[config.mk]
export PLATFORM = sky130hd
export DESIGN_NAME = piso_serializer
export DESIGN_NICKNAME = d
export VERILOG_FILES = /design/src/rtl/piso_serializer.sv
export SDC_FILE = /design/constraint.sdc
export NUM_CORES = 1
export LEC_CHECK = 0
export ABC_AREA = 1
export BUFFER_PORTS_ARGS = -buffer_cell sky130_fd_sc_hd__buf_2
export CORE_AREA = 2 2 39 41
export DETAILED_ROUTE_END_ITERATION = 7
export DIE_AREA = 0 0 41 43
export HOLD_SLACK_MARGIN = 0.15
export PLACE_DENSITY = 0.65
export SLEW_MARGIN = 5
export SYNTH_ARGS = -nofsm -noshare
export SYNTH_HDL_FRONTEND = slang
export SYNTH_SLANG_ARGS = --single-unit
[constraint.sdc]
create_clock -name Clock -period 0.9 [get_ports Clock]
set_input_delay 0.18 -clock Clock [delete_from_list [all_inputs] [get_ports Clock]]
set_output_delay 0.18 -clock Clock [all_outputs]
set_load 0.02 [all_outputs]
[src/rtl/piso_serializer.sv]
// Parallel-in / serial-out serializer with valid/ready intake and gapless back-to-back frames.
// Define PISO_SERIALIZER_PARITY_EN to append an even-parity bit to every frame.
module piso_serializer #(
  parameter int WIDTH     = 4,
  parameter bit MSB_FIRST = 1'b1
) (
  input  logic             Clock,
  input  logic             Reset,
  input  logic [WIDTH-1:0] Data_In,
  input  logic             In_Valid,
  output logic             In_Ready,
  output logic             Serial_Out,
  output logic             Out_Valid,
  output logic             Frame_Start,
  output logic             Busy
);

  localparam int CW = $clog2(WIDTH);

`ifdef PISO_SERIALIZER_PARITY_EN
  typedef enum logic [1:0] {IDLE = 2'd0, SHIFT = 2'd1, PARITY = 2'd2} state_t;
`else
  typedef enum logic [0:0] {IDLE = 1'b0, SHIFT = 1'b1} state_t;
`endif

  state_t           state, state_nxt;
  logic [WIDTH-1:0] sreg, sreg_nxt;
  logic [CW-1:0]    cnt, cnt_nxt;
  logic             accept;
  logic             so_nxt, ov_nxt, fs_nxt, busy_nxt, rdy_nxt, final_nxt;
`ifdef PISO_SERIALIZER_PARITY_EN
  logic             par, par_nxt;
`endif

  assign accept = In_Valid & In_Ready;

  function automatic logic head(input logic [WIDTH-1:0] v);
    return MSB_FIRST ? v[WIDTH-1] : v[0];
  endfunction

  always_ff @(posedge Clock) begin
    if (!Reset) begin
      state <= IDLE;
      sreg  <= '0;
      cnt   <= '0;
`ifdef PISO_SERIALIZER_PARITY_EN
      par   <= 1'b0;
`endif
    end else begin
      state <= state_nxt;
      sreg  <= sreg_nxt;
      cnt   <= cnt_nxt;
`ifdef PISO_SERIALIZER_PARITY_EN
      par   <= par_nxt;
`endif
    end
  end

  // cnt counts data bits still to come after the one currently on Serial_Out
  always_comb begin
    state_nxt = state;
    sreg_nxt  = sreg;
    cnt_nxt   = cnt;
`ifdef PISO_SERIALIZER_PARITY_EN
    par_nxt   = par;
`endif
    case (state)
      IDLE: if (accept) state_nxt = SHIFT;
      SHIFT: begin
        if (cnt != '0) begin
          cnt_nxt  = cnt - 1'b1;
          sreg_nxt = MSB_FIRST ? {sreg[WIDTH-2:0], 1'b0} : {1'b0, sreg[WIDTH-1:1]};
        end else begin
`ifdef PISO_SERIALIZER_PARITY_EN
          state_nxt = PARITY;
`else
          state_nxt = accept ? SHIFT : IDLE;
`endif
        end
      end
`ifdef PISO_SERIALIZER_PARITY_EN
      PARITY: state_nxt = accept ? SHIFT : IDLE;
`endif
      default: state_nxt = IDLE;
    endcase
    if (accept) begin
      sreg_nxt = Data_In;
      cnt_nxt  = CW'(WIDTH - 1);
`ifdef PISO_SERIALIZER_PARITY_EN
      par_nxt  = ^Data_In;
`endif
    end
  end

  // Outputs are precomputed from next state so they can be registered
  always_comb begin
    ov_nxt   = (state_nxt != IDLE);
    busy_nxt = (state_nxt != IDLE);
    fs_nxt   = accept;
    so_nxt   = 1'b0;
    if (state_nxt == SHIFT) so_nxt = head(sreg_nxt);
`ifdef PISO_SERIALIZER_PARITY_EN
    if (state_nxt == PARITY) so_nxt = par_nxt;
    final_nxt = (state_nxt == PARITY);
`else
    final_nxt = (state_nxt == SHIFT) && (cnt_nxt == '0);
`endif
    rdy_nxt = (state_nxt == IDLE) || final_nxt;
  end

  always_ff @(posedge Clock) begin
    if (!Reset) begin
      Serial_Out  <= 1'b0;
      Out_Valid   <= 1'b0;
      Frame_Start <= 1'b0;
      Busy        <= 1'b0;
      In_Ready    <= 1'b0;
    end else begin
      Serial_Out  <= so_nxt;
      Out_Valid   <= ov_nxt;
      Frame_Start <= fs_nxt;
      Busy        <= busy_nxt;
      In_Ready    <= rdy_nxt;
    end
  end

endmodule

==> results.toml <==
[worst_setup_path]
cp_max_fo = 5
crit_path_cell_trace = "buf_6"
critical_path_class = "register to primary output"
start_kind = "register"
critical-path-top-delay-family = "flip-flops"
worstPathArrival_ps = 800
path_buf_inv = 1
worstPathRequired_ps = 720
ff2ff_setup_slack_ps = 10
crit_path_top_delay_cell = "dfxtp_4"
max_stage_delay_ps = 400
crit_path_end_kind = "primary output"

[synth]
avgSynthCellArea_um2 = 7.033
netlist_area_um2 = 407.9
synth_seq_cells = 10
yosysTopAreaCell = "dfxtp_1"
yosysSeqAreaShare_pct = 49.08
synth_area_leaders = "dfxtp_1, nand2_1, nor2_1, inv_1, nand2_2"
synth_fp_nets = 65
synthDistinctLibCells = 11
yosys.area.top_type_share_pct = 49.08
synthCells = 58
synth_warnings = 0

[die]
rows = 14
core_area_um2 = 1384
start_util_pct = 29.48
pin_count = 12
die_y_um = 43
chipWidth_um = 41
die_area_um2 = 1763

[grt]
gr-total-overflow = 0
grt_max_degree = 8
grt_usage_pct = 11.27
grt_pass1_wl_um = 1207
grt_pass1_vias = 302
antenna_found_initial = 0

[sta]
slew_viol_final = 0
finalCritPeriodShare_pct = 109.4
layout_setup_ws_ps = -84.36
slew_headroom_pct = 86.17
clock_skew_ps = 1.606
grt_setup_unrepaired = "true"
setup_viol = 3
min_period_ps = 984.4
fmax_mhz = 1016
tightest_slew_ps = 207.5
hold_viol_final = 0

[place]
place_hpwl_um = 590.3
port-buffer-count = 11
routabilityCongestion = 0.7260
dpl_worst_slack_ps = 3.676

[pwr]
power.leakage_nw = 0.3437
power.density_nw_per_um2 = 1723
vdd_drop_max_uv = 663.0

[clock_network]
cts_root_buf = "clkbuf_4"
cts_tree = "yes"
insertion_delay_ps = 270
clockBufferDepth = 2
cts_htree_levels = 1
clock_sinks = 10
cts_inserted_buffers = 3
clk_pin_slew_ps = 70

[worst_hold_path]
min_path_type = "primary input to register"

[drt]
wl_um = 857
vias_per_cell = 4.244
wl_per_cell_um = 9.522
vias = 382
drc = 0
detail-route-antenna-nets = 0
drt_iter0_markers = 5
first_pass_iters = 4

[cells_and_area]
final_core_util_pct = 44.21
drive_gt1_share_pct = 44.59
nNetsFinal = 82
antennaDiodeCount = 0
syn2layout_area_growth_pct = 50.00
final_cell_mix = "nand2_1, nor2_1, inv_1, buf_2"
final_common_cell = "nand2_1"

[outcome]
violations = "setup timing"
status = "finished, violations left"

[job]
maxCapViolCount = 0
-- sequential cells by signal (all words and copies together), names as in the netlist --
| name | cells |
|---|---|
| cnt | 2 |
| Frame_Start | 1 |
| In_Ready | 1 |
| Busy | 1 |
| sreg | 4 |
| Serial_Out | 1 |
-- cell usage after synthesis, drive strengths merged --
master / number
buf: 1
nand4: 1
or2: 1
nand2: 21
nand3: 5
nor2: 9
inv: 8
dfxtp: 10
a21oi: 2
-- final cells by class --
class / count / area, um^2
tap: 16 / 20.02
timing repair buffer: 13 / 103.9
sequential: 10 / 211.5
clock buffer: 4 / 36.28
multi-input combinational: 39 / 210.2
inverter: 8 / 30.03
fill: 140 / 772.0
-- worst paths after layout --
path / endpoint / startpoint / cells past startpoint
min reg2reg: cnt[1] / cnt[1] / 2
max reg2reg: sreg[3] / Busy / 5
max: Out_Valid / Busy / 1
min: In_Ready / Reset / 3
-- report_power, final --
group	switching, W	internal (W)
Clock	0.000172	0.000246
Sequential	0.0000246	0.000469
Combinational	0.0000771	0.0000648
-- worst min-delay path, cell delays in order --
cell and delay, ps:
buf_2 140, nand2_1 70, nor2_1 40
-- through the flow --
step | TNS, ps | area [um^2] | instances | hold WS (ps) | power, W
5_1_grt | -410.7 | 611.8 | 90 | 211.1 | 0.001092
2_1_floorplan | 0 | 412.9 | 58 | 290.8 | 0.0005677
3_3_place_gp | 0 | 480.5 | 84 | 385.4 | 0.0006040
3_5_place_dp | 0 | 480.5 | 84 | 392.6 | 0.0006056
4_1_cts | -194.3 | 560.5 | 89 | 190.4 | 0.001036
6_report | -213.8 | 611.8 | 90 | 189.3 | 0.001054
-- what timing repair did --
action / 4_1_cts / 5_1_grt
hold buffers: 1 / 0
cloned: 0 / 0
setup buffers: 0 / 1
hold endpoints to repair: 1 / 0
endpoints found under the setup margin: 7 / 11
resized for setup: 11 / 14
pin swaps: 0 / 4
-- cell families after synthesis --
group	after synthesis	share of synthesized area, %
flops	10	49.08
simple gates	37	39.26
compound gates	2	2.454
buf+inv	9	9.203
-- layer usage --
layer | vias to the layer above | global-route usage, % | routed length (um)
met4 | 0 | 12.00 | 42
met2 | 11 | 14.06 | 374
met1 | 159 | 12.94 | 399
met5 | - | 0 | 0
li1 | 207 | - | -
met3 | 5 | 4.712 | 41
Note: power is estimated with default switching activity, not from simulation.
